**config.mk**
```make
export PLATFORM = sky130hd
export DESIGN_NAME = hash_function
export DESIGN_NICKNAME = d
export VERILOG_FILES = /design/src/rtl/hash_function.sv
export SDC_FILE = /design/constraint.sdc
export NUM_CORES = 1
export LEC_CHECK = 0
export ABC_CLOCK_PERIOD_IN_PS = 4740
export BUFFER_PORTS_ARGS = -buffer_cell sky130_fd_sc_hd__buf_4
export CORE_ASPECT_RATIO = 0.5
export CORE_MARGIN = 1
export CORE_UTILIZATION = 30
export CTS_BUF_LIST = sky130_fd_sc_hd__clkbuf_16
export DETAILED_ROUTE_END_ITERATION = 10
export GPL_TIMING_DRIVEN = 0
export SLEW_MARGIN = 5
export SYNTH_ARGS = -nofsm -noshare
export SYNTH_HDL_FRONTEND = slang
export SYNTH_SLANG_ARGS = --single-unit
```
**constraint.sdc**
```tcl
create_clock -name clk -period 4.74 [get_ports clk]
set_input_delay 0.474 -clock clk [delete_from_list [all_inputs] [get_ports clk]]
set_output_delay 0.474 -clock clk [all_outputs]
set_load 0.03 [all_outputs]
```
**src/rtl/hash_function.sv**
```systemverilog
// ============================================================================
// hash_function : iterative 32-bit hash, one mixing round per clock.
// Optional busy output enabled by macro HASH_FUNCTION_BUSY_EN.  Rev 1.0
// ============================================================================
`default_nettype none

module hash_function #(
   parameter int unsigned ROUNDS = 4
) (
   input  logic       clk,
   input  logic       rst_n,
   input  logic       start,
   input  logic [7:0] m  [0:3],
   input  logic [7:0] IV [0:3],
   output logic [7:0] d  [0:3],
   output logic       done
`ifdef HASH_FUNCTION_BUSY_EN
   ,
   output logic       busy
`endif
);

   localparam logic [0:0] S_IDLE  = 1'b0;
   localparam logic [0:0] S_RUN   = 1'b1;
   localparam logic [7:0] LAST_RC = 8'(ROUNDS - 1);

   logic [0:0] state_q, state_d;
   logic [7:0] rc_q, rc_d;
   logic [7:0] h_q [0:3];
   logic [7:0] h_d [0:3];
   logic [7:0] m_q [0:3];
   logic [7:0] m_d [0:3];
   logic [7:0] v_q [0:3];
   logic [7:0] v_d [0:3];
   logic [7:0] d_q [0:3];
   logic [7:0] d_d [0:3];
   logic       done_q, done_d;

   logic [7:0] t      [0:3];
   logic [7:0] h_next [0:3];
   logic       last_round;

   assign last_round = (rc_q == LAST_RC);

   // Round function: message byte selection rotates with the round index.
   for (genvar i = 0; i < 4; i++) begin : g_lane
      assign t[i]      = h_q[i] ^ m_q[2'(i) + rc_q[1:0]];
      assign h_next[i] = {t[i][6:0], t[i][7]} + t[(i + 1) % 4] + rc_q + 8'd1;
   end

   always_ff @(posedge clk or negedge rst_n) begin
      if (!rst_n) begin
         state_q <= S_IDLE;
         rc_q    <= '0;
         done_q  <= 1'b0;
         for (int i = 0; i < 4; i++) begin
            h_q[i] <= '0;
            m_q[i] <= '0;
            v_q[i] <= '0;
            d_q[i] <= '0;
         end
      end else begin
         state_q <= state_d;
         rc_q    <= rc_d;
         done_q  <= done_d;
         for (int i = 0; i < 4; i++) begin
            h_q[i] <= h_d[i];
            m_q[i] <= m_d[i];
            v_q[i] <= v_d[i];
            d_q[i] <= d_d[i];
         end
      end
   end

   always_comb begin
      state_d = state_q;
      case (state_q)
         S_IDLE:  if (start)      state_d = S_RUN;
         S_RUN:   if (last_round) state_d = S_IDLE;
         default:                 state_d = S_IDLE;
      endcase
   end

   always_comb begin
      rc_d   = rc_q;
      done_d = 1'b0;
      for (int i = 0; i < 4; i++) begin
         h_d[i] = h_q[i];
         m_d[i] = m_q[i];
         v_d[i] = v_q[i];
         d_d[i] = d_q[i];
      end
      if (state_q == S_IDLE) begin
         if (start) begin
            rc_d = '0;
            for (int i = 0; i < 4; i++) begin
               h_d[i] = IV[i];
               m_d[i] = m[i];
               v_d[i] = IV[i];
            end
         end
      end else if (last_round) begin
         done_d = 1'b1;
         // Feed-forward of the chaining value into the digest.
         for (int i = 0; i < 4; i++) d_d[i] = h_next[i] ^ v_q[i];
      end else begin
         rc_d = rc_q + 8'd1;
         for (int i = 0; i < 4; i++) h_d[i] = h_next[i];
      end
   end

   assign d    = d_q;
   assign done = done_q;

`ifdef HASH_FUNCTION_BUSY_EN
   logic busy_q, busy_d;

   always_comb begin
      busy_d = busy_q;
      if (state_q == S_IDLE && start)    busy_d = 1'b1;
      else if (state_q == S_RUN && last_round) busy_d = 1'b0;
   end

   always_ff @(posedge clk or negedge rst_n) begin
      if (!rst_n) busy_q <= 1'b0;
      else        busy_q <= busy_d;
   end

   assign busy = busy_q;
`endif

endmodule

`default_nettype wire

```
# Word level (Yosys, flattened, before mapping)
# Index checks and enable logic that the tools add are counted.
# totals
ff_bits	138
input_bits	67
output_inout_bits	33
# classes
n_eq_ne	2
n_addsub	16
muxes	23
n_reduce_logical	4
order_cmp	4
n_bitwise	13
# op_table
cell	count
32-bit 2-to-1 mux	3
8-bit 2-to-1 mux	11
8-bit adder	8
8-bit binary-select mux with 2-bit select	4
8-bit XOR	8
8-bit by 1-bit adder with 8-bit output (second input constant)	5
3-bit greater-or-equal comparator (second input constant)	4
2-bit NOT with 3-bit output	4
8-bit by 2-bit equality test with 1-bit output (second input constant)	1
2-bit AND reduction	3
2-bit adder (first input constant)	2
1-bit 2-to-1 mux	4
1-bit by 2-bit adder with 2-bit output (first input constant)	1
2-bit != test (second input constant)	1
1-bit one-hot mux with 2 select lines	1
2-bit nonzero test	1
1-bit NOT	1

# Depth between registers and ports, before layout
# logic_depth
ltp_word	11
ltp_mapped	18
depth_no_buf	16

# Worst setup path before layout
# No wires, ideal clock.
# synth_timing
path_kind	reg2reg
start	register rc_q[1]
end	register d_q (netlist bit d[31])
path_stages_with_launch	16
arrival_ns	4.204
path_slack_ns	0.454
synth_period_minus_slack_ns	4.286
path_cell_list	dfrtp_1 > ha_1 > clkbuf_1 > buf_1 > mux4_2 > xnor2_1 > fa_1 > inv_1 > ha_1 > a21o_1 > a21oi_1 > o21ai_0 > a31oi_1 > xnor3_1 > xor2_1 > o21ai_0
# synth_between
elab_chain_cells	10
word_cells_on_any_way	17
# synth_rtl
item	line	text
start: declaration	28	logic [7:0] rc_q, rc_d;
start signal: assignment	64	rc_q <= rc_d;
1-bit by 2-bit adder with 2-bit output	47	assign t[i] = h_q[i] ^ m_q[2'(i) + rc_q[1:0]];
2-bit NOT with 3-bit output (not written as such)	47	
8-bit binary-select mux with 2-bit select	47	
8-bit 2-to-1 mux (not written as such) (2 in series)	47	
8-bit XOR	47	
8-bit adder (2 in series)	48	assign h_next[i] = {t[i][6:0], t[i][7]} + t[(i + 1) % 4] + rc_q + 8'd1;
8-bit by 1-bit adder with 8-bit output	48	
8-bit XOR	105	for (int i = 0; i < 4; i++) d_d[i] = h_next[i] ^ v_q[i];
end signal: indexed assignment	70	d_q[i] <= d_d[i];
end: declaration	35	logic [7:0] d_q [0:3];
# Several ways; a longest one is shown, not always the timed one. The select of a mux whose other input is x is not followed.
# A chain may end at the register's enable or synchronous reset.

# Final worst setup path
# Same ends and word-level chain as after synthesis.

==> flow_metrics.env <==
export IMPL_status="completed"
export IMPL_n_fill_cell=2865
export IMPL_drtAntennaViolNets=0
export IMPL_synth_yosys_seq_area_share_pct=39.0
export IMPL_hold_class="input pin to asynchronous set/reset pin"
export IMPL_crit_arrival_ns=4.71
export IMPL_grt_met3_usage_pct=3.23
export IMPL_post_drt_wl_per_cell_um=17.9
export IMPL_end_kind="flop"
export IMPL_tritoncts="yes"
export IMPL_finalMaxSlewViolations=0
export IMPL_globalRouteMet1Util_pct=25.2
export IMPL_routed_wl_um=26300
export IMPL_grt_pass1_wl_um=40200
export IMPL_ys_types=41
export IMPL_global_route_peak_usage_layer="met2"
export IMPL_syn_area_um2=8850
export IMPL_peak_fanout_along_the_critical_path=10
export IMPL_setup_reg_to_reg_worst_slack_ns=0.33
export IMPL_grt_usage_pct=17.9
export IMPL_cts_setup_buffers=0
export IMPL_worst_slew_margin_rel_pct=41.9
export IMPL_chipHeight_um=123
export IMPL_grt_pass1_vias=6922
export IMPL_nets=1189
export IMPL_setup_violations_final=0
export IMPL_synth_net_count=1074
export IMPL_clock_sinks=138
export IMPL_ys_ff_latch=138
export IMPL_r2r_end="d[31]"
export IMPL_antenna_diode_count=0
export IMPL_r2r_cells=14
export IMPL_rsz0062_at_grt="false"
export IMPL_drc_errors=0
export IMPL_finClkSkew_ns=0.00867
export IMPL_fp_coreArea_um2=29000
export IMPL_detailedPlacementHpwl_um=20700
export IMPL_critical_path_cell_chain="ha_4 > clkbuf_4 > mux4_2 > xnor2_2 > fa_1 > inv_1 > ha_1 > a21o_1 > a21oi_1 > o21ai_0 > a31oi_2 > xnor3_1 > xor2_1 > o21ai_0"
export IMPL_startpoint_class_of_the_critical_path="flop"
export IMPL_max_clock_freq_mhz=227
export IMPL_syn2layout_area_growth_pct=20.7
export IMPL_clock_latency_ns=0.43
export IMPL_finalCritPeriodShare_pct=93.0
export IMPL_rows=44
export IMPL_port_buffers=99
export IMPL_clock_tree_buffer_depth=2
export IMPL_avgSynthCellArea_um2=9.35
export IMPL_grt_start_max_net_pins=75
export IMPL_whs_ns=0.0217
export IMPL_stdcell_area_um2=10700
export IMPL_vias=7075
export IMPL_start_util_pct=30.5
export IMPL_grt_antenna_before_repair=0
export IMPL_grt_ovfl_total=0
export IMPL_clk_pin_slew_worst_paths_ns=0.06
export IMPL_hold_violations=0
export IMPL_drive_above_1_share_pct=15.8
export IMPL_path_class="flop to flop"
export IMPL_register_area_um2=3450
export IMPL_dr_first_iter_drc_count=492
export IMPL_worst_path_largest_cell_delay_ns=0.58
export IMPL_met2_usage_pct=28.9
export IMPL_crit_path_frequent_cell="sky130_fd_sc_hd__o21ai_0"
export IMPL_max_cap_violations=0
export IMPL_numCtsBuffers=17
export IMPL_io_pin_count=100
export IMPL_worst_slew_pin_transition_ns=0.872
export IMPL_critical_path_slowest_cell="sky130_fd_sc_hd__mux4_2"
export IMPL_yosys_warnings=0
export IMPL_htree_levels=4
export IMPL_design_die_area_um2=30200
export IMPL_via_per_inst=4.83
export IMPL_layout_min_cycle_time_ns=4.41
export IMPL_clockRootBuffer="sky130_fd_sc_hd__clkbuf_16"
export IMPL_postSynthCellCount=946
export IMPL_required_ns=5.04
export IMPL_chipWidth_um=245
export IMPL_gp_congestion=0.929
export IMPL_reg2reg_from="rc_q[1]"
export IMPL_post_dp_cell_area_um2=10100
export IMPL_drt_first_pass_iters=7
export IMPL_multiInputGateArea_um2=4940
## state kept, by name, indices dropped and copies added (netlist names)
register / count
d: 32
state_q: 1
rc_q: 8
done: 1
h_q: 32
m_q: 32
v_q: 32
## per-layer routing
layer	share of wire, %	wire [um]
met5	0	0
met4	1.2	325
met3	4.5	1190
met2	46	12100
met1	48	12600
## worst max path at each step
stage                        from  endpoint  slack (ns)  depth (start not counted)
after floorplan           rc_q[1]     d[31]        0.45                         15
after global routing      rc_q[0]     d[15]        0.04                         13
after CTS                 rc_q[1]     d[31]        0.04                         14
after detailed placement  rc_q[1]     d[31]       -0.41                         15
after global placement    rc_q[1]     d[31]       -0.33                         15
final                     rc_q[1]     d[31]        0.33                         14
## placed cells by master, fill, tap and decap left out, types with 18 or more instances in the layout
master	n
sky130_fd_sc_hd__a21oi_1	19
sky130_fd_sc_hd__a31oi_1	18
sky130_fd_sc_hd__buf_4	98
sky130_fd_sc_hd__clkbuf_1	30
sky130_fd_sc_hd__dfrtp_1	138
sky130_fd_sc_hd__fa_1	28
sky130_fd_sc_hd__ha_1	32
sky130_fd_sc_hd__inv_1	81
sky130_fd_sc_hd__mux2i_1	18
sky130_fd_sc_hd__mux4_2	26
sky130_fd_sc_hd__nand2_1	276
sky130_fd_sc_hd__o21ai_0	68
sky130_fd_sc_hd__xnor2_1	72
## kinds of logic after synthesis
| group | synth area share [%] |
|---|---|
| xor+xnor | 10.6 |
| flops | 39.0 |
| mux | 9.57 |
| fa+ha+maj | 11.0 |
| compound gates | 8.94 |
| buf+inv | 5.46 |
| simple gates | 15.4 |
## synth_stat cells, drive strengths merged
cell type | number | share of area (%)
nand2 | 276 | 12
dfrtp | 138 | 39
inv | 81 | 3.4
xnor2 | 74 | 7.4
o21ai | 69 | 3.9
ha | 33 | 4.7
clkbuf | 32 | 1.4
fa | 28 | 6.3
mux4 | 26 | 6.6
a21oi | 19 | 1.1
a31oi | 19 | 1.3
mux2i | 19 | 2.1
nor2b | 17 | 1.2
xor2 | 17 | 1.7
nor2 | 14 | 0.59
buf | 13 | 0.66
a211oi | 12 | 1.0
nand3 | 11 | 0.62
a21o | 9 | 0.76
mux2 | 6 | 0.81
xnor3 | 5 | 1.3
and3 | 4 | 0.28
nand4 | 3 | 0.21
a21boi | 2 | 0.17
and2 | 2 | 0.14
nand2b | 2 | 0.14
nor3 | 2 | 0.11
nor3b | 2 | 0.17
o21a | 2 | 0.17
o21bai | 2 | 0.17
o22ai | 2 | 0.14
a221oi | 1 | 0.099
nor4b | 1 | 0.099
o31ai | 1 | 0.085
or3 | 1 | 0.071
xor3 | 1 | 0.27
## area by class of cell
class,count,share of cell area [%]
Timing Repair Buffer,100,7.25
Buffer,41,1.57
Clock inverter,15,1.16
Inverter,81,2.85
Clock buffer,17,3.98
Tap cell,391,4.58
Multi-Input combinational cell,682,46.3
Sequential cell,138,32.3
## through the flow
step                      setup slack (ns)  cells  util [%]  setup TNS, ns
after floorplan                      0.454    946         -              0
after global placement              -0.331   1436      34.7         -0.803
after detailed placement            -0.410   1437      34.8          -1.03
after CTS                           0.0359   1467      36.7              0
after global routing                0.0424   1465      36.8              0
final                                0.329   1465      36.8              0
## critical path, delay by kind of cell, from the launching register on
kind,cells,cell delay (ns)
xor+xnor,3,0.82
compound gates,5,0.94
fa+ha+maj,3,1.22
flops,1,0.43
buf+inv,2,0.29
mux,1,0.58
## timing repair
item                       in CTS  in global routing
gates resized for setup         2                  7
hold buffers                    0                  0
setup endpoints to repair       6                  2
Power is left out: the tool's default activity adds up to more than one toggle a clock period on the data nets, which glitch-free logic cannot reach.
